File: config.mk
export PLATFORM = sky130hd
export DESIGN_NAME = spi_frame_rx
export DESIGN_NICKNAME = d
export VERILOG_FILES = /design/src/rtl/spi_rx_pkg.sv /design/src/rtl/spi_frame_rx_sync.sv /design/src/rtl/spi_frame_rx.sv
export SDC_FILE = /design/constraint.sdc
export NUM_CORES = 1
export LEC_CHECK = 0
export ABC_CLOCK_PERIOD_IN_PS = 5850
export BUFFER_PORTS_ARGS = -buffer_cell sky130_fd_sc_hd__buf_2
export CAP_MARGIN = 5
export CORE_UTILIZATION = 60
export DETAILED_ROUTE_END_ITERATION = 7
export GPL_TIMING_DRIVEN = 0
export PLACE_DENSITY = 0.81
export SLEW_MARGIN = 20
export SYNTH_ARGS = -nofsm -noshare
export SYNTH_HDL_FRONTEND = slang
export SYNTH_SLANG_ARGS = --single-unit
File: constraint.sdc
create_clock -name int_osc -period 5.85 [get_ports int_osc]
set_input_delay 1.17 -clock int_osc [delete_from_list [all_inputs] [get_ports int_osc]]
set_output_delay 1.17 -clock int_osc [all_outputs]
set_load 0.1 [all_outputs]
File: src/rtl/spi_rx_pkg.sv
// Shared types and constants for the SPI frame receiver.
package spi_rx_pkg;
  localparam int FRAME_BITS_DEFAULT = 48;
  localparam int SD_W = 8;

  typedef enum logic {
    IDLE  = 1'b0,
    SHIFT = 1'b1
  } rxstate_t;
endpackage

File: src/rtl/spi_frame_rx_sync.sv
// N-flop synchronizer with asynchronous active-low reset and a selectable reset value.
module sync_bit #(
  parameter int   N       = 2,
  parameter logic RST_VAL = 1'b0
) (
  input  logic clk,
  input  logic rst_n,
  input  logic d,
  output logic q
);
  logic [N-1:0] sr;

  always_ff @(posedge clk or negedge rst_n) begin
    if (!rst_n) begin
      sr <= {N{RST_VAL}};
    end else begin
      sr[0] <= d;
      for (int i = 1; i < N; i++) begin
        sr[i] <= sr[i-1];
      end
    end
  end

  assign q = sr[N-1];
endmodule

File: src/rtl/spi_frame_rx.sv
// Oversampling SPI mode-0 slave: assembles one MSB-first frame per chip-select window
// and validates its bit count before publishing it.
module spi_frame_rx
  import spi_rx_pkg::*;
#(
  parameter int FRAME_BITS  = FRAME_BITS_DEFAULT,
  parameter int SYNC_STAGES = 2
) (
  input  logic                  int_osc,
  input  logic                  reset_n,
  input  logic                  sck,
  input  logic                  sdi,
  input  logic                  cs_n,
  output logic [FRAME_BITS-1:0] frame,
  output logic                  frame_valid,
  output logic                  frame_new,
  output logic                  frame_err,
  output logic                  busy
);
  localparam int CNT_W  = $clog2(FRAME_BITS + 2);
  localparam int WARM_W = $clog2(SYNC_STAGES + 2);
  localparam logic [CNT_W-1:0]  CNT_FULL  = CNT_W'(FRAME_BITS);
  localparam logic [CNT_W-1:0]  CNT_SAT   = CNT_W'(FRAME_BITS + 1);
  localparam logic [WARM_W-1:0] WARM_DONE = WARM_W'(SYNC_STAGES + 1);

  logic sck_s, sdi_s, cs_s;
  logic sck_d, cs_d;
  logic sck_rise, cs_fall, cs_rise;
  logic [WARM_W-1:0] warm;
  logic armed;

  rxstate_t state, state_nxt;
  logic [FRAME_BITS-1:0] shreg, shreg_nxt, frame_nxt;
  logic [CNT_W-1:0] bitcnt, bitcnt_nxt;
  logic valid_nxt, new_nxt, err_nxt;

  sync_bit #(.N(SYNC_STAGES), .RST_VAL(1'b0)) u_sync_sck (
    .clk(int_osc), .rst_n(reset_n), .d(sck), .q(sck_s)
  );
  sync_bit #(.N(SYNC_STAGES), .RST_VAL(1'b0)) u_sync_sdi (
    .clk(int_osc), .rst_n(reset_n), .d(sdi), .q(sdi_s)
  );
  sync_bit #(.N(SYNC_STAGES), .RST_VAL(1'b1)) u_sync_cs (
    .clk(int_osc), .rst_n(reset_n), .d(cs_n), .q(cs_s)
  );

  // A window already open when reset releases would look like a fresh cs_fall once the
  // synchronizer flushes its reset value; only arm after cs_n has been seen high for real.
  always_ff @(posedge int_osc or negedge reset_n) begin
    if (!reset_n) begin
      sck_d <= 1'b0;
      cs_d  <= 1'b1;
      warm  <= '0;
      armed <= 1'b0;
    end else begin
      sck_d <= sck_s;
      cs_d  <= cs_s;
      if (warm != WARM_DONE) warm <= warm + 1'b1;
      armed <= armed | ((warm == WARM_DONE) & cs_s & cs_d);
    end
  end

  assign sck_rise = sck_s & ~sck_d;
  assign cs_fall  = ~cs_s & cs_d;
  assign cs_rise  = cs_s & ~cs_d;

  always_ff @(posedge int_osc or negedge reset_n) begin
    if (!reset_n) begin
      state       <= IDLE;
      shreg       <= '0;
      bitcnt      <= '0;
      frame       <= '0;
      frame_valid <= 1'b0;
      frame_new   <= 1'b0;
      frame_err   <= 1'b0;
    end else begin
      state       <= state_nxt;
      shreg       <= shreg_nxt;
      bitcnt      <= bitcnt_nxt;
      frame       <= frame_nxt;
      frame_valid <= valid_nxt;
      frame_new   <= new_nxt;
      frame_err   <= err_nxt;
    end
  end

  // Shift happens before the count check so a final sck rise sharing the cs rise cycle counts.
  always_comb begin
    state_nxt  = state;
    shreg_nxt  = shreg;
    bitcnt_nxt = bitcnt;
    frame_nxt  = frame;
    valid_nxt  = 1'b0;
    new_nxt    = 1'b0;
    err_nxt    = 1'b0;
    case (state)
      IDLE: begin
        if (cs_fall && armed) begin
          shreg_nxt  = '0;
          bitcnt_nxt = '0;
          state_nxt  = SHIFT;
        end
      end
      SHIFT: begin
        if (sck_rise) begin
          shreg_nxt = {shreg[FRAME_BITS-2:0], sdi_s};
          if (bitcnt != CNT_SAT) bitcnt_nxt = bitcnt + 1'b1;
        end
        if (cs_rise) begin
          state_nxt = IDLE;
          if (bitcnt_nxt == CNT_FULL) begin
            frame_nxt = shreg_nxt;
            valid_nxt = 1'b1;
            new_nxt   = (shreg_nxt != frame);
          end else begin
            err_nxt = 1'b1;
          end
        end
      end
      default: state_nxt = IDLE;
    endcase
  end

  assign busy = (state == SHIFT);
endmodule

Word-level counts from Yosys, hierarchy flattened
Cells that the tools add are included.

Reduce and logical (&&, ||, !) cells: 2. Bitwise logic cells: 10. Add/subtract/negate cells: 2. Muxes and demuxes: 21. Eq/ne operators: 6.

Operators with widths (count): 2-to-1 mux 48 bit (3); one-hot mux 48 bit (2 select lines) (1); inequality test 48 bit (1); 2-to-1 mux 6 bit (4); one-hot mux 6 bit (2 select lines) (1); 2-to-1 mux 1 bit (11); adder 6 x 1 -> 6 bit, second input constant (1); equality test 6 bit, second input constant (1); inequality test 6 bit, second input constant (1); bitwise AND 1 bit (5); inequality test 2 bit, second input constant (2); inverter 1 bit (4); AND reduction 3 bit (1); adder 2 x 1 -> 2 bit, second input constant (1); equality test 2 bit, second input constant (1); one-hot mux 1 bit (2 select lines) (1); logical AND 1 bit (1); bitwise OR 1 bit (1).

Register bits after elaboration: 117.

Longest topological paths before layout
Depth after elaboration: 8. Depth in mapped cells: 9. Depth with buffers taken out: 8.

Cells and area by module
A second synthesis with hierarchy kept.

Cell total of the unflattened synthesis: 575. Area, all modules: 6292.3 µm².

By module, submodules not included: spi_frame_rx (instances 1, cells each 569, area an instance 6139.6 µm², sequential area each 2778.9 µm²); sync_bit (u_sync_sck ...) (instances 2, cells each 2, area an instance 50.0 µm², sequential area each 50.0 µm²); sync_bit (u_sync_cs) (instances 1, cells each 2, area an instance 52.6 µm², sequential area each 52.6 µm²).

Worst setup path after synthesis
OpenSTA, ideal clock, no wires.

Kind: register to register. Start: reg frame[43]. End: reg frame_new. Arrival: 2.483 ns. Stages on the path, launching flop included: 7. Data required time: 5.721 ns. Slack: 3.237 ns. Buffers on the path: 0. Cell sequence: dfrtp_1 xor2_1 a2111o_1 nor4_1 o22ai_1 a2111o_1 o41a_1.

Longest elaborated chain between the ends: 4.

RTL lines: start, declared (line spi_frame_rx.sv:14) `output logic [FRAME_BITS-1:0] frame,`; start signal, assigned (line spi_frame_rx.sv:80) `frame <= frame_nxt;`; inequality test 48 bit (line spi_frame_rx.sv:114) `new_nxt = (shreg_nxt != frame);`; 2-to-1 mux 1 bit (line spi_frame_rx.sv:111) `if (bitcnt_nxt == CNT_FULL) begin`; 2-to-1 mux 1 bit (line spi_frame_rx.sv:109) `if (cs_rise) begin`; 2-to-1 mux 1 bit (line spi_frame_rx.sv:96) `case (state)`; net new_nxt (line spi_frame_rx.sv:35) `logic valid_nxt, new_nxt, err_nxt;`; end signal, assigned (line spi_frame_rx.sv:82) `frame_new <= new_nxt;`; end, declared (line spi_frame_rx.sv:16) `output logic frame_new,`.

The timed path passes the listed nets, and every way through them passes these cells. A chain may end at the register's enable or synchronous reset.

Final worst setup path
Start: reg bitcnt[0]. End: reg frame[46].

Longest elaborated chain between the ends: 6. Elaborated cells on any way between the ends: 7.

RTL lines: start, declared (line spi_frame_rx.sv:34) `logic [CNT_W-1:0] bitcnt, bitcnt_nxt;`; start signal, assigned (line spi_frame_rx.sv:79) `bitcnt <= bitcnt_nxt;`; adder 6 x 1 -> 6 bit or inequality test 6 bit (tied branches) (line spi_frame_rx.sv:107) `if (bitcnt != CNT_SAT) bitcnt_nxt = bitcnt + 1'b1;`; 2-to-1 mux 6 bit (line spi_frame_rx.sv:107); 2-to-1 mux 6 bit * (line spi_frame_rx.sv:105) `if (sck_rise) begin`; 2-to-1 mux 6 bit * (line spi_frame_rx.sv:96); equality test 6 bit * (line spi_frame_rx.sv:111); AND reduction 3 bit (no line) *.

Every way passes the cells marked *; elsewhere a longest branch is shown, timed or not. The select of a mux whose other input is x is not followed.

==> flow_summary_export.csv <==
group,metric,value,unit
clock_network,clockRootBuffer,"clkbuf_8",
timing,finalCritPeriodShare,54.06,%
synth,muxShareOfSynthArea,10.88,%
final_layout,seq_area,2932,um^2
detailed_routing,routedWlPerCell,21.49,um
power,power_density,306.1,nW/um^2
synth,ys_seq_area_share,49.12,%
final_layout,fillers,676,
critical_path,cp_data_required_time,6.27,ns
timing,slew_headroom,42.81,%
clock_network,htreeDepth,4,
global_route,grt.total_usage,35.78,%
global_route,grt_pass1_vias,4786,
synth,syn-num-nets,572,
placement,gp_congestion,0.9857,
timing,rsz0062_at_grt,"false",
floorplan,start_util,61.63,%
synth,yosysWarnings,0,
clock_network,cts_buffer_depth,2,
timing,setup_violations,0,
critical_path,worstPathArrival,3.59,ns
synth,synth_edf_count,0,
global_route,grt_pass1_wl,26390,um
final_layout,syn_to_final_growth,18.05,%
floorplan,io_pins,57,
clock_network,postCtsSetupRepairBufs,0,
clock_network,cts_tree,"done",
clock_network,clk_pin_slew,0.06,ns
final_layout,multi_input_comb_area,2789,um^2
timing,setup_tns,0,ns
floorplan,fp.coreArea,9684,um^2
clock_network,cts_sinks,117,
synth,synth_flop_cell,"dfrtp_1",
floorplan,die_width,101.7,um
synth,syn_area_per_cell,10.58,um^2
synth,syn_inst,564,
final_layout,final_core_util,72.75,%
timing,drv_slew,0,
synth,async_flop_share,100.0,%
clock_network,numCtsBuffers,17,
global_route,grt-ovfl-total,0,
synth,yosys.area_share.adder,0.6289,%
critical_path,regToRegSetupSlack,2.69,ns
clock_network,clock_latency,0.54,ns
clock_network,cts-resized-gates,0,
critical_path,cp_max_fo,10,
synth,synth_compound_area_share,16.98,%
critical_path,start_kind,"flip-flop",
synth,synth_top_family_by_area,"compound AO/OA/AOI/OAI gates",
detailed_routing,drtPass1Iterations,5,
floorplan,die_y,101.7,um
timing,tightestPinTransition,0.8551,ns
final_layout,layout.nets,648,
critical_path,path_class,"flip-flop to flip-flop",
detailed_routing,drt-total-wl,16890,um
floorplan,die_area,10350,um^2
final_layout,antenna_cells,0,
timing,fmax,316.2,MHz
global_route,antenna_found_initial,0,
synth,synth_cell_types,50,
placement,numPortBuffers,56,
global_route,grt_max_degree,75,
detailed_routing,drtAntennaViolNets,0,
status,status,"complete, no violations",
timing,hold_viol,0,
timing,fin_skew,0.006722,ns
placement,place_hpwl,11960,um
timing,finalCriticalPeriod,3.162,ns
synth,synth-seq-cells,117,
clock_network,hold_buffers,0,
min_path,hold_class,"flip-flop to flip-flop",
floorplan,floorplan.rows,36,
synth,netlist_area,5968,um^2
synth,synth-xor-area-share,8.071,%
detailed_routing,vias,4954,
critical_path,critPathCaptureType,"flip-flop",
power,ir_drop,0.2512,mV
detailed_routing,drc,0,
flow_run,drv_cap,0,
synth,synth-simple-area-share,10.06,%
detailed_routing,viasPerCell,6.303,
final_layout,drive_gt1_share,24.04,%
power,leakage,0.003383,uW
detailed_routing,drt_iter0_drc,339,
cells by family (layout without fill, tap and decap cells):
family                     Yosys count  count (layout)
muxes                               58              58
buffers and inverters               63             152
DFF                                117             117
AOI/OAI and AO/OA                  139             139
xor gates and xnor gates            55              55
and+or+nand+nor                    129             129
adders and majority gates            3               3
through the flow:
stage | setup slack (ns) | cells | hold WS (ns) | instance area, um^2 | power [uW]
after global routing | 2.598 | 786 | 0.3526 | 7046 | 2231
final | 2.688 | 786 | 0.3520 | 7046 | 2157
after floorplan | 3.237 | 564 | 0.3312 | 5968 | 1037
after CTS | 2.817 | 786 | 0.3520 | 7046 | 2160
after global placement | 2.247 | 753 | 0.3317 | 6415 | 1122
after detailed placement | 2.847 | 754 | 0.3371 | 6455 | 1134
per-layer routing:
metal,vias to the layer above,wire [um],track usage (%)
li1,2187,-,-
met1,2466,7117,47.23
met2,257,7837,53.79
met3,44,1366,10.63
met4,0,568,17.95
met5,-,0,0
sequential cells by signal, summed over array words and instances (netlist names):
signal / cells
u_sync_cs.sr: 2
u_sync_sdi.sr: 2
frame_valid: 1
warm: 2
cs_d: 1
busy: 1
armed: 1
frame: 48
frame_new: 1
bitcnt: 6
sck_d: 1
frame_err: 1
u_sync_sck.sr: 2
shreg: 48
layout by cell type (no fill, tap or decap), drive strengths merged, types with 2 or more instances in the layout:
cell        n
o21ai      42
a22oi       3
clkinv      5
nand4       7
o311ai      2
clkinvlp    3
nand2      82
buf        69
nand2b      8
clkbuf     38
dfrtp     114
mux2       52
o2111ai     5
nor3        2
a31oi       5
a221oi      4
inv        35
nor2b       4
nor4        9
bufinv      2
mux2i       6
o211ai      2
ha          3
o221ai      2
o2bb2ai     4
nor2        4
a21oi       2
xor2       21
xnor2      34
o22ai      11
nand3       6
dfstp       3
a22o       48
a2111o      2
path summary, 6_finish.rpt:
| check | end | depth (start not counted) | startpoint |
|---|---|---|---|
| setup reg to reg | frame[46] | 8 | bitcnt[0] |
| setup / recovery | frame[46] | 8 | bitcnt[0] |
| hold reg to reg | u_sync_sck.sr[1] | 0 | u_sync_sck.sr[0] |
| max in group asynchronous | u_sync_cs.sr[0] | 2 | reset_n |
| hold / removal | u_sync_sck.sr[1] | 0 | u_sync_sck.sr[0] |
| min in group asynchronous | bitcnt[5] | 1 | reset_n |
critical path, stage by stage, from the launching register on:
cell,delay (ns)
dfrtp_1,0.51
ha_1,0.21
nand4bb_1,0.15
or2_2,0.32
o311ai_1,0.32
o2111ai_1,0.22
nor2_1,0.51
buf_2,0.41
mux2_2,0.38
cells in the mapped netlist, drive strengths merged (8+ instances only):
| cell type | count | share of area [%] |
|---|---|---|
| o21ai | 42 | 3.5 |
| nand2b | 8 | 0.84 |
| nor4 | 9 | 0.94 |
| clkbuf | 19 | 1.2 |
| mux2 | 52 | 9.9 |
| inv | 32 | 2.0 |
| xor2 | 21 | 3.1 |
| nand2 | 82 | 5.2 |
| xnor2 | 34 | 5.0 |
| buf | 12 | 1.0 |
| a22o | 48 | 7.0 |
| dfrtp | 114 | 48 |
| o22ai | 11 | 1.2 |
report_power, final:
group | switching (uW) | internal, uW
combinational | 182 | 75.8
sequential | 34.0 | 836
clock | 395 | 633
total | 612 | 1550
final cells by class:
type | count | share of cell area, %
multi-input cells | 384 | 39.58
repair buffers | 57 | 4.457
clock inverters | 13 | 2.113
well taps | 133 | 2.362
inverters | 32 | 1.705
clock buffers | 19 | 6.269
flip-flops and latches | 117 | 41.61
plain buffers | 31 | 1.900
(Power assumes the default switching activity.)
